File: src/rtl/dso100fb_timing_gen_if.sv
`default_nettype none
// +--------------------------------------------------------------------------+
// | dso100fb_timing_gen_if : config inputs and timing outputs of the timing gen |
// | Rev 1.0                                                                    |
// +--------------------------------------------------------------------------+
interface dso100fb_timing_gen_if #(
  parameter int CW   = 12,
  parameter int NWIN = 2
);
  logic                 i_en;
  logic [CW-1:0]        i_hactive, i_hfp, i_hsyncw, i_hbp;
  logic [CW-1:0]        i_vactive, i_vfp, i_vsyncw, i_vbp;
  logic                 i_hsync_pol, i_vsync_pol, i_de_pol;
  logic [NWIN*CW-1:0]   i_win_x0, i_win_x1, i_win_y0, i_win_y1;
  logic [CW-1:0]        i_line_cmp;
  logic                 i_update;
  logic                 o_de, o_hsync, o_vsync, o_fetch;
  logic [NWIN-1:0]      o_win_en;
  logic                 o_frame, o_line_irq, o_update_done;

  modport master (
    output i_en, i_hactive, i_hfp, i_hsyncw, i_hbp, i_vactive, i_vfp, i_vsyncw, i_vbp,
           i_hsync_pol, i_vsync_pol, i_de_pol, i_win_x0, i_win_x1, i_win_y0, i_win_y1,
           i_line_cmp, i_update,
    input  o_de, o_hsync, o_vsync, o_fetch, o_win_en, o_frame, o_line_irq, o_update_done
  );

  modport slave (
    input  i_en, i_hactive, i_hfp, i_hsyncw, i_hbp, i_vactive, i_vfp, i_vsyncw, i_vbp,
           i_hsync_pol, i_vsync_pol, i_de_pol, i_win_x0, i_win_x1, i_win_y0, i_win_y1,
           i_line_cmp, i_update,
    output o_de, o_hsync, o_vsync, o_fetch, o_win_en, o_frame, o_line_irq, o_update_done
  );
endinterface
`default_nettype wire

File: src/rtl/dso100fb_timing_gen.sv
`default_nettype none
// +--------------------------------------------------------------------------+
// | dso100fb_timing_gen : shadowed video timing generator with overlay windows |
// | Rev 1.0                                                                    |
// +--------------------------------------------------------------------------+
module dso100fb_timing_gen #(
  parameter int CW   = 12,
  parameter int NWIN = 2
) (
  input  wire logic             clk,
  input  wire logic             rst_n,
  dso100fb_timing_gen_if.slave  bus
);
  localparam int c_TW = CW + 2;
  localparam logic [c_TW-1:0] c_ONE = c_TW'(1);

  logic [CW-1:0]      r_hact, r_hfp, r_hsw, r_hbp, r_vact, r_vfp, r_vsw, r_vbp, r_line_cmp;
  logic               r_hs_pol, r_vs_pol, r_de_pol;
  logic [NWIN*CW-1:0] r_x0, r_x1, r_y0, r_y1;
  logic               r_run, r_pend;
  logic [c_TW-1:0]    r_hc, r_vc;
  logic               r_de, r_hsync, r_vsync, r_fetch, r_frame, r_line_irq, r_update_done;
  logic [NWIN-1:0]    r_win_en;

  logic [c_TW-1:0]    w_hs_start, w_hs_end, w_htot, w_vs_start, w_vs_end, w_vtot;
  logic               w_zero, w_hlast, w_vlast, w_load, w_live, w_fetch, w_hs_ph, w_vs_ph;
  logic               w_hs_pol_nx, w_vs_pol_nx, w_de_pol_nx;
  logic [NWIN-1:0]    w_win;

  assign w_hs_start = c_TW'(r_hact) + c_TW'(r_hfp);
  assign w_hs_end   = w_hs_start + c_TW'(r_hsw);
  assign w_htot     = w_hs_end + c_TW'(r_hbp);
  assign w_vs_start = c_TW'(r_vact) + c_TW'(r_vfp);
  assign w_vs_end   = w_vs_start + c_TW'(r_vsw);
  assign w_vtot     = w_vs_end + c_TW'(r_vbp);

  assign w_zero  = (w_htot == '0) || (w_vtot == '0);
  assign w_hlast = !w_zero && (r_hc == w_htot - c_ONE);
  assign w_vlast = !w_zero && (r_vc == w_vtot - c_ONE);

  // Load on the first enabled cycle, or at the frame end with an update pending.
  assign w_load = bus.i_en && (!r_run || (w_hlast && w_vlast && r_pend));
  assign w_live = r_run && bus.i_en && !w_zero;

  assign w_fetch = (r_hc < c_TW'(r_hact)) && (r_vc < c_TW'(r_vact));
  assign w_hs_ph = (r_hc >= w_hs_start) && (r_hc < w_hs_end);
  assign w_vs_ph = (r_vc >= w_vs_start) && (r_vc < w_vs_end);

  assign w_hs_pol_nx = w_load ? bus.i_hsync_pol : r_hs_pol;
  assign w_vs_pol_nx = w_load ? bus.i_vsync_pol : r_vs_pol;
  assign w_de_pol_nx = w_load ? bus.i_de_pol    : r_de_pol;

  for (genvar gi = 0; gi < NWIN; gi++) begin : g_win
    logic [c_TW-1:0] w_x0, w_x1, w_y0, w_y1;
    assign w_x0 = c_TW'(r_x0[gi*CW +: CW]);
    assign w_x1 = c_TW'(r_x1[gi*CW +: CW]);
    assign w_y0 = c_TW'(r_y0[gi*CW +: CW]);
    assign w_y1 = c_TW'(r_y1[gi*CW +: CW]);
    assign w_win[gi] = w_fetch && (r_hc >= w_x0) && (r_hc < w_x1) &&
                       (r_vc >= w_y0) && (r_vc < w_y1);
  end

  always_ff @(posedge clk or negedge rst_n) begin
    if (!rst_n) begin
      r_hact <= '0; r_hfp <= '0; r_hsw <= '0; r_hbp <= '0;
      r_vact <= '0; r_vfp <= '0; r_vsw <= '0; r_vbp <= '0;
      r_line_cmp <= '0;
      r_hs_pol <= 1'b0; r_vs_pol <= 1'b0; r_de_pol <= 1'b0;
      r_x0 <= '0; r_x1 <= '0; r_y0 <= '0; r_y1 <= '0;
    end else if (w_load) begin
      r_hact <= bus.i_hactive; r_hfp <= bus.i_hfp; r_hsw <= bus.i_hsyncw; r_hbp <= bus.i_hbp;
      r_vact <= bus.i_vactive; r_vfp <= bus.i_vfp; r_vsw <= bus.i_vsyncw; r_vbp <= bus.i_vbp;
      r_line_cmp <= bus.i_line_cmp;
      r_hs_pol <= bus.i_hsync_pol; r_vs_pol <= bus.i_vsync_pol; r_de_pol <= bus.i_de_pol;
      r_x0 <= bus.i_win_x0; r_x1 <= bus.i_win_x1; r_y0 <= bus.i_win_y0; r_y1 <= bus.i_win_y1;
    end
  end

  always_ff @(posedge clk or negedge rst_n) begin
    if (!rst_n) begin
      r_run  <= 1'b0;
      r_pend <= 1'b0;
      r_hc   <= '0;
      r_vc   <= '0;
    end else begin
      r_run <= bus.i_en;
      // An update landing on the load cycle itself stays pending for the next frame.
      if (!bus.i_en)         r_pend <= 1'b0;
      else if (bus.i_update) r_pend <= 1'b1;
      else if (w_load)       r_pend <= 1'b0;

      if (!bus.i_en || !r_run || w_zero) begin
        r_hc <= '0;
        r_vc <= '0;
      end else if (w_hlast) begin
        r_hc <= '0;
        r_vc <= w_vlast ? '0 : r_vc + c_ONE;
      end else begin
        r_hc <= r_hc + c_ONE;
      end
    end
  end

  always_ff @(posedge clk or negedge rst_n) begin
    if (!rst_n) begin
      r_de <= 1'b0; r_hsync <= 1'b0; r_vsync <= 1'b0; r_fetch <= 1'b0;
      r_win_en <= '0; r_frame <= 1'b0; r_line_irq <= 1'b0; r_update_done <= 1'b0;
    end else begin
      r_update_done <= w_load;
      if (w_live) begin
        r_fetch    <= w_fetch;
        r_de       <= w_fetch ^ ~r_de_pol;
        r_hsync    <= w_hs_ph ^ ~r_hs_pol;
        r_vsync    <= w_vs_ph ^ ~r_vs_pol;
        r_win_en   <= w_win;
        r_frame    <= w_hlast && w_vlast;
        r_line_irq <= (r_hc == '0) && (r_vc == c_TW'(r_line_cmp));
      end else begin
        r_fetch    <= 1'b0;
        r_win_en   <= '0;
        r_frame    <= 1'b0;
        r_line_irq <= 1'b0;
        // Idle since reset keeps the reset levels until the first enable.
        if (bus.i_en || r_run) begin
          r_de    <= ~w_de_pol_nx;
          r_hsync <= ~w_hs_pol_nx;
          r_vsync <= ~w_vs_pol_nx;
        end
      end
    end
  end

  assign bus.o_de          = r_de;
  assign bus.o_hsync       = r_hsync;
  assign bus.o_vsync       = r_vsync;
  assign bus.o_fetch       = r_fetch;
  assign bus.o_win_en      = r_win_en;
  assign bus.o_frame       = r_frame;
  assign bus.o_line_irq    = r_line_irq;
  assign bus.o_update_done = r_update_done;
endmodule
`default_nettype wire
File: src/flat_wrapper.sv
// flat-port wrapper written by rule: the top's interface ports become plain ports
module dso100fb_timing_gen_flat 
#(
  parameter int CW   = 12,
  parameter int NWIN = 2
)
  (clk, rst_n, bus_i_en, bus_i_hactive, bus_i_hfp, bus_i_hsyncw, bus_i_hbp, bus_i_vactive, bus_i_vfp, bus_i_vsyncw, bus_i_vbp, bus_i_hsync_pol, bus_i_vsync_pol, bus_i_de_pol, bus_i_win_x0, bus_i_win_x1, bus_i_win_y0, bus_i_win_y1, bus_i_line_cmp, bus_i_update, bus_o_de, bus_o_hsync, bus_o_vsync, bus_o_fetch, bus_o_win_en, bus_o_frame, bus_o_line_irq, bus_o_update_done);
  dso100fb_timing_gen_if #(.CW(CW), .NWIN(NWIN)) bus_i ();
  input  wire logic clk;
  input  wire logic rst_n;
  input wire logic [$bits(bus_i.i_en)-1:0] bus_i_en;
  input wire logic [$bits(bus_i.i_hactive)-1:0] bus_i_hactive;
  input wire logic [$bits(bus_i.i_hfp)-1:0] bus_i_hfp;
  input wire logic [$bits(bus_i.i_hsyncw)-1:0] bus_i_hsyncw;
  input wire logic [$bits(bus_i.i_hbp)-1:0] bus_i_hbp;
  input wire logic [$bits(bus_i.i_vactive)-1:0] bus_i_vactive;
  input wire logic [$bits(bus_i.i_vfp)-1:0] bus_i_vfp;
  input wire logic [$bits(bus_i.i_vsyncw)-1:0] bus_i_vsyncw;
  input wire logic [$bits(bus_i.i_vbp)-1:0] bus_i_vbp;
  input wire logic [$bits(bus_i.i_hsync_pol)-1:0] bus_i_hsync_pol;
  input wire logic [$bits(bus_i.i_vsync_pol)-1:0] bus_i_vsync_pol;
  input wire logic [$bits(bus_i.i_de_pol)-1:0] bus_i_de_pol;
  input wire logic [$bits(bus_i.i_win_x0)-1:0] bus_i_win_x0;
  input wire logic [$bits(bus_i.i_win_x1)-1:0] bus_i_win_x1;
  input wire logic [$bits(bus_i.i_win_y0)-1:0] bus_i_win_y0;
  input wire logic [$bits(bus_i.i_win_y1)-1:0] bus_i_win_y1;
  input wire logic [$bits(bus_i.i_line_cmp)-1:0] bus_i_line_cmp;
  input wire logic [$bits(bus_i.i_update)-1:0] bus_i_update;
  output wire logic [$bits(bus_i.o_de)-1:0] bus_o_de;
  output wire logic [$bits(bus_i.o_hsync)-1:0] bus_o_hsync;
  output wire logic [$bits(bus_i.o_vsync)-1:0] bus_o_vsync;
  output wire logic [$bits(bus_i.o_fetch)-1:0] bus_o_fetch;
  output wire logic [$bits(bus_i.o_win_en)-1:0] bus_o_win_en;
  output wire logic [$bits(bus_i.o_frame)-1:0] bus_o_frame;
  output wire logic [$bits(bus_i.o_line_irq)-1:0] bus_o_line_irq;
  output wire logic [$bits(bus_i.o_update_done)-1:0] bus_o_update_done;
  assign bus_i.i_en = bus_i_en;
  assign bus_i.i_hactive = bus_i_hactive;
  assign bus_i.i_hfp = bus_i_hfp;
  assign bus_i.i_hsyncw = bus_i_hsyncw;
  assign bus_i.i_hbp = bus_i_hbp;
  assign bus_i.i_vactive = bus_i_vactive;
  assign bus_i.i_vfp = bus_i_vfp;
  assign bus_i.i_vsyncw = bus_i_vsyncw;
  assign bus_i.i_vbp = bus_i_vbp;
  assign bus_i.i_hsync_pol = bus_i_hsync_pol;
  assign bus_i.i_vsync_pol = bus_i_vsync_pol;
  assign bus_i.i_de_pol = bus_i_de_pol;
  assign bus_i.i_win_x0 = bus_i_win_x0;
  assign bus_i.i_win_x1 = bus_i_win_x1;
  assign bus_i.i_win_y0 = bus_i_win_y0;
  assign bus_i.i_win_y1 = bus_i_win_y1;
  assign bus_i.i_line_cmp = bus_i_line_cmp;
  assign bus_i.i_update = bus_i_update;
  assign bus_o_de = bus_i.o_de;
  assign bus_o_hsync = bus_i.o_hsync;
  assign bus_o_vsync = bus_i.o_vsync;
  assign bus_o_fetch = bus_i.o_fetch;
  assign bus_o_win_en = bus_i.o_win_en;
  assign bus_o_frame = bus_i.o_frame;
  assign bus_o_line_irq = bus_i.o_line_irq;
  assign bus_o_update_done = bus_i.o_update_done;
  dso100fb_timing_gen #(.CW(CW), .NWIN(NWIN)) u_core (.clk(clk), .rst_n(rst_n), .bus(bus_i));
endmodule
File: config.mk
export PLATFORM = sky130hd
export DESIGN_NAME = dso100fb_timing_gen_flat
export DESIGN_NICKNAME = d
export VERILOG_FILES = /design/src/rtl/dso100fb_timing_gen_if.sv /design/src/rtl/dso100fb_timing_gen.sv /design/src/flat_wrapper.sv
export SDC_FILE = /design/constraint.sdc
export NUM_CORES = 1
export LEC_CHECK = 0
export BUFFER_PORTS_ARGS = -buffer_cell sky130_fd_sc_hd__buf_2
export CAP_MARGIN = 10
export CORE_MARGIN = 2
export CORE_UTILIZATION = 47
export CTS_CLUSTER_SIZE = 40
export DETAILED_ROUTE_END_ITERATION = 6
export GPL_TIMING_DRIVEN = 0
export HOLD_SLACK_MARGIN = 0.05
export PLACE_DENSITY = 0.72
export SLEW_MARGIN = 20
export SYNTH_ARGS = -nofsm -noshare
export SYNTH_HDL_FRONTEND = slang
export SYNTH_SLANG_ARGS = --single-unit
File: constraint.sdc
create_clock -name clk -period 9.1 [get_ports clk]
set_clock_uncertainty 0.2 [all_clocks]
set_input_delay 1.82 -clock clk [delete_from_list [all_inputs] [get_ports clk]]
set_output_delay 1.82 -clock clk [all_outputs]
set_load 0.05 [all_outputs]
After elaboration in Yosys (flattened, before gate mapping)
Index checks and enable logic that the tools add are counted.
Widths: inputs -> output; s select.
- reductions and logical operators: 32
- order comparisons: 14
- equal/unequal tests: 4
- add/subtract/negate cells: 10
- mux-type cells: 21
- bitwise operators: 9
- operators by type and width (cell ; number):
    $lt 14x12->1 ; 6
    $mux 14 ; 5
    $add 14x12->14 ; 4
    $ge 14x12->1 ; 4
    $logic_not 14->1 ; 3
    $add 14x1->14 const B ; 2
    $eq 14x14->1 ; 2
    $ge 14x14->1 ; 2
    $lt 14x14->1 ; 2
    $sub 14x1->14 const B ; 2
    $add 12x12->13 ; 2
    $logic_and 1x1->1 ; 19
    $mux 1 ; 15
    $eq 14x12->1 ; 1
    $not 1->1 ; 6
    $logic_or 1x1->1 ; 5
    $reduce_bool 2->1 ; 2
    $logic_not 1->1 ; 3
    $ne 3x1->1 const B ; 1
    $xor 1x1->1 ; 3
    $mux 2 ; 1
- logic and storage cells: 118
- register bits: 246
- input bits: 211

Logic depth before layout (Yosys ltp)
Gate-level depths: netlist of run 1.
- word-level depth: 15
- mapped depth: 32
- mapped depth without buffers: 29

Worst setup path before layout of run 1
No wires, ideal clock.
- path type: register to register
- start point: register u_core.r_vfp[0]
- end point: register u_core.r_vc[0]
- period minus slack after synthesis: 6.819 ns
- cell stages (with the launch flop): 29
- path buffers: 1
- data arrival time: 6.498 ns
- data required time: 8.779 ns
- path slack: 2.281 ns
- path through: dfrtp_1 -> ha_1 -> fa_1 -> a211oi_1 -> o21bai_1 -> a21oi_1 -> xnor2_1 -> ha_1 -> nor2b_1 -> a31oi_1 -> nand2b_1 -> a21oi_1 -> o21bai_1 -> a21oi_1 -> xnor2_1 -> ha_1 -> or4b_2 -> o21ai_0 -> a211o_1 -> a311oi_2 -> o2111ai_1 -> nor4_1 -> xor3_1 -> or4_1 -> or3_1 -> or4_1 -> nand3_1 -> buf_2 -> nor2_1
- cells in the longest elaborated chain, start to end: 10
- elaborated cells on any way between the ends: 15
- those cells by class: add/sub (4); eq/ne (1); mux (3); reduce/logical (7)
- RTL lines (element ; line ; source):
    start: declaration ; dso100fb_timing_gen.sv:17 ; logic [CW-1:0] r_hact, r_hfp, r_hsw, r_hbp, r_vact, r_vfp, r_vsw, r_vbp, r_line_cmp;
    start signal: assignment ; dso100fb_timing_gen.sv:72 ; r_vact <= bus.i_vactive; r_vfp <= bus.i_vfp; r_vsw <= bus.i_vsyncw; r_vbp <= bus.i_vbp;
    $add 12x12->13 * ; dso100fb_timing_gen.sv:33 ; assign w_vs_start = c_TW'(r_vact) + c_TW'(r_vfp);
    $add 14x12->14 * ; dso100fb_timing_gen.sv:34 ; assign w_vs_end = w_vs_start + c_TW'(r_vsw);
    $add 14x12->14 * ; dso100fb_timing_gen.sv:35 ; assign w_vtot = w_vs_end + c_TW'(r_vbp);
    branches (longest 7 deep; another with $sub 14x1->14) ; -- ;
    end signal: assignment ; dso100fb_timing_gen.sv:97 ; r_vc <= w_vlast ? '0 : r_vc + c_ONE;
    end: declaration ; dso100fb_timing_gen.sv:21 ; logic [c_TW-1:0] r_hc, r_vc;
Every way passes the cells marked *. The select of a mux whose other input is x is not followed.
A chain may end at the register's enable or synchronous reset.

Worst setup path after layout of run 1
- start point: register u_core.r_vact[0]
- end point: register u_core.r_vc[3]
- cells in the longest elaborated chain, start to end: 10
- elaborated cells on any way between the ends: 15
- those cells by class: add/sub (4); eq/ne (1); mux (3); reduce/logical (7)
- RTL lines (element ; line):
    start: declaration ; dso100fb_timing_gen.sv:17
    start signal: assignment ; dso100fb_timing_gen.sv:72
    $add 12x12->13 * ; dso100fb_timing_gen.sv:33
    $add 14x12->14 * ; dso100fb_timing_gen.sv:34
    $add 14x12->14 * ; dso100fb_timing_gen.sv:35
    branches (longest 7 deep; another with $sub 14x1->14) ; --
Marked as above.

==> flow_summary.json, run 1 <==
{
  "status": "finished clean",
  "finalCriticalPeriod_ns": 8.06,
  "yosys.area_share.simple_pct": 9.19,
  "dieArea_sq_um": 40200,
  "period_share_pct": 88.5,
  "initial_utilization_pct": 47.9,
  "synth_area_leaders": "dfrtp_1 34%, ha_1 17%, mux2_1 7.4%",
  "vias_per_cell": 5.53,
  "fp.dieH_um": 200,
  "cts_root_buffer": "clkbuf_16",
  "cts_buffer_depth": 3,
  "clk_latency_ns": 0.59,
  "crit_required_ns": 9.36,
  "powerDensity_nw_per_um2": 334,
  "seq_area_frac_synth_pct": 33.9,
  "cts_resized": 0,
  "reg2reg_from": "u_core.r_vact[0]",
  "ant_nets": 0,
  "critical_path_class": "reg2reg",
  "worstRegToRegCells": 28,
  "final_layout_size_suffix_gt1_share_pct": 19.5,
  "slew_headroom_pct": 27.2,
  "grt.total_usage_pct": 23.8,
  "synthDominantCellAreaShare_pct": 33.9,
  "fill_cells": 3399,
  "grt_max_degree": 99,
  "synth_most_common_cell": "ha_1",
  "cp.arrival_ns": 8.32,
  "finalSetupViolations": 0,
  "synth_mux_area_share_pct": 13.2,
  "vias": 14100,
  "ys_async_sr_fraction_pct": 100,
  "hold_viol": 0,
  "routabilityCongestion": 0.886,
  "syn_nets": 2227,
  "max_freq_ghz": 0.124,
  "final_max_slew_viol_count": 0,
  "grt.overflow.total": 0,
  "areaGrowthSynthToFinish_pct": 15.6,
  "crit_slowest_cell": "or4_1",
  "post-cts-setup-buffers": 0,
  "r2r_end": "u_core.r_vc[3]",
  "ir_worst_vdd_v": 0.000236,
  "synth_edf_count": 0,
  "cts_tree": "built",
  "yosys.area_share.adder_pct": 17.7,
  "setup.worst_path.end": "u_core.r_vc[3]",
  "fin_setup_tns_ns": 0,
  "wire_per_inst_um": 18.8,
  "cts_hold_buffers": 0,
  "synth_warnings": 0,
  "dp_hpwl_mm": 36.9,
  "drt_iter0_markers": 721,
  "crit_path_max_fanout": 10,
  "cp-startpoint": "u_core.r_vact[0]",
  "h-tree-depth": 1,
  "port-buffer-count": 219,
  "wl_mm": 48.1,
  "crit_path_max_incr_delay_ns": 0.51,
  "grt_pass1_vias": 14500,
  "tightest_slew_ns": 1.08,
  "cts_buffers": 29,
  "synth-xor-area-share_pct": 6.78,
  "hold_ws_ns": 0.287,
  "fp.dieW_um": 200,
  "ys_seq_elements": 246,
  "synth_top_family_by_area": "adder cells",
  "reg2reg_slack_ns": 1.04,
  "worstSetupEndpointType": "flop",
  "remaining_drc_errors": 0,
  "synthTopCellsByCount": "247 x ha_1, 246 x dfrtp_1, 198 x inv_1",
  "netlist_area_sq_um": 18100,
  "syn_inst": 1763,
  "rsz0062_at_grt": "no",
  "synth.largest_area_cell": "dfrtp_1",
  "avgSynthCellArea_sq_um": 10.3,
  "min_path_type": "reg2reg",
  "dr.pass1.iters": 5,
  "synthFlopType": "dfrtp_1",
  "rows": 71,
  "num-nets-final": 2479,
  "start_kind": "flop",
  "clock_sinks": 246,
  "yosys.cell_types.count": 76,
  "maxCapViolCount": 0,
  "grt_first_pass_wirelength_mm": 76.5,
  "p_leak_nw": 10.7,
  "core_area_sq_um": 37800,
  "io_pins": 220,
  "synth_compound_area_share_pct": 13.5,
  "clk_pin_slew_ns": 0.06,
  "antenna_found_initial": 18
}
cells by family after synthesis:
| family | Yosys count |
|---|---|
| AOI/OAI and AO/OA | 363 |
| xor gates and xnor gates | 129 |
| adders and majority gates | 253 |
| buffers and inverters | 242 |
| DFF | 246 |
| muxes | 213 |
| and+or+nand+nor | 317 |
how the worst min path moves through the flow:
stage / startpoint / slack (ns) / depth (start not counted) / to
CTS: u_core.r_y1[3] / 0.29 / 1 / u_core.r_y1[3]
global placement: u_core.r_y1[2] / 0.27 / 1 / u_core.r_y1[2]
finish: u_core.r_y1[3] / 0.29 / 1 / u_core.r_y1[3]
detailed placement: u_core.r_y1[3] / 0.28 / 1 / u_core.r_y1[3]
global route: u_core.r_y1[20] / 0.30 / 1 / u_core.r_y1[20]
floorplan: u_core.r_y1[10] / 0.26 / 1 / u_core.r_y1[10]
routing by layer:
metal / up-vias / part of all wire, % / global-route usage [%]
met5: - / 0.26 / 0
li1: 6803 / - / -
met2: 377 / 47 / 40.1
met1: 6787 / 43 / 30.2
met4: 22 / 4.3 / 9.05
met3: 125 / 5.5 / 4.69
sequential cells by signal (all words and copies together) (netlist names), 14 cells and up, named ones only:
name,cells
u_core.r_vc,14
u_core.r_x0,24
u_core.r_hc,14
u_core.r_x1,24
u_core.r_y1,24
u_core.r_y0,24
critical path: cells and delay by family (launching register included):
family                     cells  cell delay, ns
AOI/OAI and AO/OA             11            2.52
and+or+nand+nor                9            2.43
adders and majority gates      4            1.39
xor gates and xnor gates       3            0.72
DFF                            1            0.41
buffers and inverters          1            0.26
area by class of cell:
cell class / instances / area, sq um / share of cell area [%]
diodes: 7 / 17.5 / 0.0835
multi-input cells: 1275 / 10900 / 52.2
repair buffers: 221 / 1160 / 5.54
flip-flops and latches: 246 / 6160 / 29.4
well taps: 511 / 639 / 3.05
clock inverters: 16 / 238 / 1.13
plain buffers: 44 / 288 / 1.37
inverters: 198 / 743 / 3.54
clock buffers: 36 / 782 / 3.73
layout by cell type, fill, tap and decap left out, types with 16 or more instances in the layout:
cell type / count
xor2_1: 52
ha_1: 247
nand2b_1: 24
a21o_1: 77
dfrtp_1: 246
nand4_1: 24
o211ai_1: 16
nor2_1: 76
o21ai_0: 55
nor3_1: 18
inv_1: 198
nand2_1: 55
xnor2_1: 70
clkbuf_16: 29
mux2_2: 89
nor2b_1: 20
clkbuf_1: 22
nand3_1: 29
mux2_1: 119
a21oi_1: 97
buf_2: 229
metrics by stage:
| step | worst slack (ns) | total power (W) | cell area [sq um] | util (%) | instances |
|---|---|---|---|---|---|
| final | 1.04 | 0.00700 | 21000 | 55.4 | 2554 |
| after global placement | 1.31 | 0.00551 | 19900 | 52.5 | 2493 |
| after floorplan | 2.28 | 0.00480 | 18100 | - | 1763 |
| after global routing | 0.490 | 0.00761 | 21000 | 55.4 | 2552 |
| after CTS | 1.15 | 0.00698 | 21000 | 55.4 | 2547 |
| after detailed placement | 1.19 | 0.00568 | 19900 | 52.7 | 2495 |
power breakdown:
part / switching, W / internal, W / total [W]
registers: 0.0000959 / 0.00123 / 0.00133
logic: 0.00252 / 0.00189 / 0.00442
clock network: 0.000502 / 0.000755 / 0.00126
total: 0.00312 / 0.00388 / 0.00700
(Power assumes the default switching activity.)
==> run 2: changes to the inputs <==
Settings changed: CORE_MARGIN 2 to 5.
==> flow_summary.json, run 2 (synthesis gave the netlist of run 1 again) <==
{
  "cp.arrival_ns": 8.29,
  "p_leak_nw": 10.8,
  "clock_sinks": 246,
  "fill_cells": 3429,
  "period_share_pct": 88.3,
  "cts_hold_buffers": 0,
  "status": "finished clean",
  "tightest_slew_ns": 0.904,
  "rows": 72,
  "ir_worst_vdd_v": 0.000242,
  "start_kind": "flop",
  "final_layout_size_suffix_gt1_share_pct": 19.5,
  "final_max_slew_viol_count": 0,
  "dpl-instance-area_sq_um": 20000,
  "mostFrequentLayoutCells": "247 x ha_1, 246 x dfrtp_1, 229 x buf_2, 198 x inv_1, 119 x mux2_1",
  "holdPathStages": 1,
  "dieArea_sq_um": 42600,
  "grt_max_degree": 94,
  "antenna_found_initial": 15,
  "io_pins": 220,
  "h-tree-depth": 1,
  "post-cts-setup-buffers": 0,
  "rsz0062_at_grt": "no",
  "fp.dieH_um": 206,
  "hold_viol": 0,
  "crit_path_max_incr_delay_ns": 0.51,
  "wl_mm": 47.4,
  "multiInputGateArea_sq_um": 10900,
  "cts_root_buffer": "clkbuf_16",
  "critical_path_class": "reg2reg",
  "wire_per_inst_um": 18.5,
  "grt.total_usage_pct": 22.0,
  "cts_buffer_depth": 3,
  "remaining_drc_errors": 0,
  "vias_per_cell": 5.49,
  "crit_path_max_fanout": 10,
  "worstSetupEndpointType": "flop",
  "grt_pass1_vias": 14200,
  "vias": 14100,
  "cts_buffers": 29,
  "worstRegToRegCells": 28,
  "clk_pin_slew_ns": 0.06,
  "register_area_sq_um": 6160,
  "grt_first_pass_wirelength_mm": 74.7,
  "dr.pass1.iters": 5,
  "cts_resized": 0,
  "areaGrowthSynthToFinish_pct": 15.9,
  "design_area_sq_um": 21000,
  "core_area_sq_um": 38400,
  "port-buffer-count": 219,
  "crit_buf_inv": 1,
  "slew_headroom_pct": 39.0,
  "dp_hpwl_mm": 37.0,
  "initial_utilization_pct": 47.2,
  "drt_iter0_markers": 821,
  "fp.dieW_um": 206,
  "powerDensity_nw_per_um2": 333,
  "critPathTopFamily": "compound AO/OA/AOI/OAI gates",
  "grt.overflow.total": 0,
  "reg2reg_from": "u_core.r_vact[0]",
  "min-delay-start": "u_core.r_y1[16]",
  "clk_latency_ns": 0.58,
  "hold_path_end": "u_core.r_y1[16]",
  "fin_setup_tns_ns": 0,
  "finalSetupViolations": 0,
  "crit_required_ns": 9.36,
  "min_path_type": "reg2reg",
  "reg2reg_slack_ns": 1.06,
  "num-nets-final": 2480,
  "crit_slowest_cell": "or4_1",
  "r2r_end": "u_core.r_vc[1]",
  "maxCapViolCount": 0,
  "cts_tree": "built",
  "routabilityCongestion": 0.903,
  "finalCriticalPeriod_ns": 8.04,
  "final_common_cell": "ha_1",
  "max_freq_ghz": 0.124,
  "ant_nets": 0
}
[run 2: cell count changes in the layout (fill, tap and decap cells not counted)]
cell / change
diode_2: +1
clkbuf_1: +2
clkinv_4: -2
clkbuf_8: +3
clkinv_2: -2
buf_16: +1
inv_6: +1
inv_16: -1
[run 2: worst max-delay path by stage]
stage,depth (start not counted),slack (ns),endpoint,startpoint
finish,28,1.06,u_core.r_vc[1],u_core.r_vact[0]
global route,28,0.42,u_core.r_vc[1],u_core.r_vfp[0]
CTS,28,1.08,u_core.r_vc[1],u_core.r_vfp[0]
detailed placement,28,1.11,u_core.r_vc[1],u_core.r_vfp[0]
global placement,27,1.28,u_core.r_vc[2],u_core.r_vfp[0]
floorplan,28,2.28,u_core.r_vc[0],u_core.r_vfp[0]
[run 2: per-layer routing]
layer / routed length (um) / up-vias / GRT usage, %
li1: - / 6818 / -
met1: 20500 / 6771 / 28.3
met2: 22300 / 366 / 37.0
met3: 2700 / 119 / 4.64
met4: 1790 / 14 / 7.68
met5: 94 / - / 0
[run 2: cell type report]
| cell class | count | share of cell area [%] |
|---|---|---|
| inverters | 198 | 3.54 |
| clock buffers | 41 | 3.95 |
| plain buffers | 44 | 1.37 |
| well taps | 518 | 3.08 |
| repair buffers | 222 | 5.66 |
| diodes | 8 | 0.0952 |
| flip-flops and latches | 246 | 29.3 |
| clock inverters | 12 | 0.946 |
| multi-input cells | 1275 | 52.1 |
[run 2: power by group]
| part | total (W) | switching [W] | internal [W] | leakage [nW] |
|---|---|---|---|---|
| Combinational | 0.00440 | 0.00251 | 0.00189 | 7.30 |
| Clock | 0.00126 | 0.000488 | 0.000776 | 0.504 |
| Sequential | 0.00133 | 0.0000921 | 0.00123 | 2.96 |
| Total | 0.00699 | 0.00309 | 0.00390 | 10.8 |
[run 2: stage by stage]
step	power [W]	hold WS [ns]	util (%)	setup WS, ns	instances
5_1_grt	0.00764	0.300	54.8	0.416	2561
3_5_place_dp	0.00569	0.276	52.0	1.11	2503
6_report	0.00699	0.283	54.8	1.06	2564
3_3_place_gp	0.00553	0.269	51.8	1.28	2500
4_1_cts	0.00699	0.290	54.7	1.08	2556
2_1_floorplan	0.00480	0.258	-	2.28	1763
[run 2: worst reg2reg max path, delay by kind of cell (launching register included)]
| family | cells | cell delay [ns] |
|---|---|---|
| adder cells (fa/ha/maj) | 4 | 1.36 |
| XOR/XNOR | 3 | 0.73 |
| flip-flops | 1 | 0.40 |
| buffers and inverters | 1 | 0.27 |
| AND/OR/NAND/NOR | 9 | 2.46 |
| AO/OA/AOI/OAI | 11 | 2.52 |
==> run 3: changes to the inputs <==
Settings changed: RECOVER_POWER from default to 100.
==> flow_summary.json, run 3 (synthesis gave the netlist of run 1 again) <==
{
  "start_kind": "flop",
  "grt_pass1_vias": 14200,
  "ant_nets": 0,
  "violations": "max-capacitance violations, max-slew violations",
  "cts_hold_buffers": 0,
  "critical_path_class": "reg2reg",
  "h-tree-depth": 1,
  "combPwrFrac_pct": 62.9,
  "cp-startpoint": "u_core.r_vact[0]",
  "cts_buffer_depth": 3,
  "slew_headroom_pct": -170,
  "swShare_pct": 44.2,
  "reg2reg_from": "u_core.r_vact[0]",
  "cts_tree": "built",
  "setup.worst_path.end": "u_core.r_vc[1]",
  "remaining_drc_errors": 0,
  "vias": 14100,
  "fp.dieW_um": 206,
  "p_seq_share_pct": 19.0,
  "max_freq_ghz": 0.123,
  "worstSetupEndpointType": "flop",
  "status": "finished with violations",
  "cts_root_buffer": "clkbuf_16",
  "wl_mm": 47.5,
  "finalSetupViolations": 0,
  "io_pins": 220,
  "num-nets-final": 2480,
  "clock_sinks": 246,
  "maxCapViolCount": 3,
  "powerDensity_nw_per_um2": 335,
  "r2r_end": "u_core.r_vc[1]",
  "p_leak_nw": 10.7,
  "port-buffer-count": 219,
  "design_area_sq_um": 20900,
  "fp.dieH_um": 206,
  "areaGrowthSynthToFinish_pct": 15.0,
  "hold_viol": 0,
  "grt_first_pass_wirelength_mm": 74.7,
  "antenna_found_initial": 15,
  "cts_resized": 0,
  "wire_per_inst_um": 18.5,
  "period_share_pct": 89.5,
  "min_path_type": "reg2reg",
  "clock_power_share_pct": 18.1,
  "final_max_slew_viol_count": 198,
  "reg2reg_slack_ns": 0.95,
  "mostFrequentLayoutCells": "247 x ha_1, 246 x dfrtp_1, 211 x buf_2, 198 x inv_1, 119 x mux2_1",
  "finalCriticalPeriod_ns": 8.15,
  "rows": 72,
  "final_layout_size_suffix_gt1_share_pct": 18.5,
  "dpl-instance-area_sq_um": 20000,
  "dieArea_sq_um": 42600,
  "worstRegToRegCells": 27,
  "crit_path_max_fanout": 10,
  "power.switching_w": 0.00309,
  "rsz0062_at_grt": "no",
  "core_area_sq_um": 38400,
  "grt.overflow.total": 0,
  "ir_worst_vdd_v": 0.000240,
  "drt_iter0_markers": 767,
  "cp.arrival_ns": 8.41,
  "grt.total_usage_pct": 22.0,
  "fin_setup_tns_ns": 0,
  "cts_buffers": 29,
  "crit_required_ns": 9.36,
  "final_common_cell": "ha_1",
  "initial_utilization_pct": 47.2,
  "dr.pass1.iters": 5,
  "post-cts-setup-buffers": 0,
  "clk_latency_ns": 0.57,
  "vias_per_cell": 5.48,
  "dp_hpwl_mm": 37.0,
  "clk_pin_slew_ns": 0.06,
  "internal_power_w": 0.00389,
  "routabilityCongestion": 0.903,
  "min-delay-start": "u_core.r_y1[16]",
  "tightest_slew_ns": 4.05,
  "grt_max_degree": 94
}
run 3: cell types whose count changed in the layout (fill, tap and decap cells not counted), moves of 3 or more:
cell,delta
buf_16,-3
buf_2,-18
clkbuf_1,+19
buf_6,-11
clkbuf_2,+13
run 3: area by class of cell:
type | instances | area [sq um]
plain buffers | 44 | 210
diodes | 8 | 20.0
repair buffers | 222 | 1100
clock inverters | 12 | 199
multi-input cells | 1275 | 10900
fillers | 3462 | 17500
well taps | 518 | 648
clock buffers | 41 | 831
flip-flops and latches | 246 | 6160
inverters | 198 | 743
run 3: critical path: stages, from the launching register on:
cell	delay, ns
dfrtp_1	0.40
ha_1	0.21
fa_1	0.43
a211oi_1	0.26
o21bai_1	0.12
a21oi_1	0.31
xnor2_1	0.23
ha_1	0.35
nor2b_1	0.16
a31oi_1	0.25
nand2b_1	0.10
a21oi_1	0.24
xnor2_1	0.24
ha_1	0.30
clkbuf_1	0.20
a21o_1	0.22
a31oi_1	0.23
a21boi_0	0.52
xor2_1	0.28
nand3_1	0.23
nor4_1	0.41
xor3_1	0.29
or4_1	0.51
or3_1	0.33
or4_1	0.46
nand3_1	0.22
buf_2	0.26
nor2_1	0.08
run 3: power by group through the flow:
stage / Sequential, W / Combinational [W] / Clock [W]
floorplan: 0.00132 / 0.00348 / 0
global placement: 0.00134 / 0.00419 / 0
detailed placement: 0.00135 / 0.00434 / 0
CTS: 0.00133 / 0.00438 / 0.00129
global route: 0.00134 / 0.00495 / 0.00133
finish: 0.00133 / 0.00439 / 0.00126
run 3: through the flow:
step | hold WS, ns | utilization [%] | instances | total power, W | setup slack [ns]
floorplan | 0.258 | - | 1763 | 0.00480 | 2.28
global placement | 0.269 | 51.8 | 2500 | 0.00553 | 1.28
detailed placement | 0.276 | 52.0 | 2503 | 0.00569 | 1.11
CTS | 0.290 | 54.7 | 2556 | 0.00699 | 1.08
global route | 0.300 | 54.3 | 2561 | 0.00763 | 0.255
finish | 0.283 | 54.3 | 2564 | 0.00698 | 0.951
run 3: worst min path at each step:
| stage | depth (start not counted) | endpoint | slack (ns) |
|---|---|---|---|
| 3_5_place_dp | 1 | u_core.r_y1[21] | 0.28 |
| 4_1_cts | 1 | u_core.r_y1[21] | 0.29 |
| 2_1_floorplan | 1 | u_core.r_y1[10] | 0.26 |
| 5_1_grt | 1 | u_core.r_y1[15] | 0.30 |
| 6_report | 1 | u_core.r_y1[16] | 0.28 |
| 3_3_place_gp | 1 | u_core.r_y1[2] | 0.27 |
run 3: metal layers:
metal,share of wire (%),GRT usage (%),vias up
li1,-,-,6820
met1,43,28.3,6750
met2,47,37.0,361
met3,5.8,4.64,110
met4,3.7,7.68,14
met5,0.20,0,-
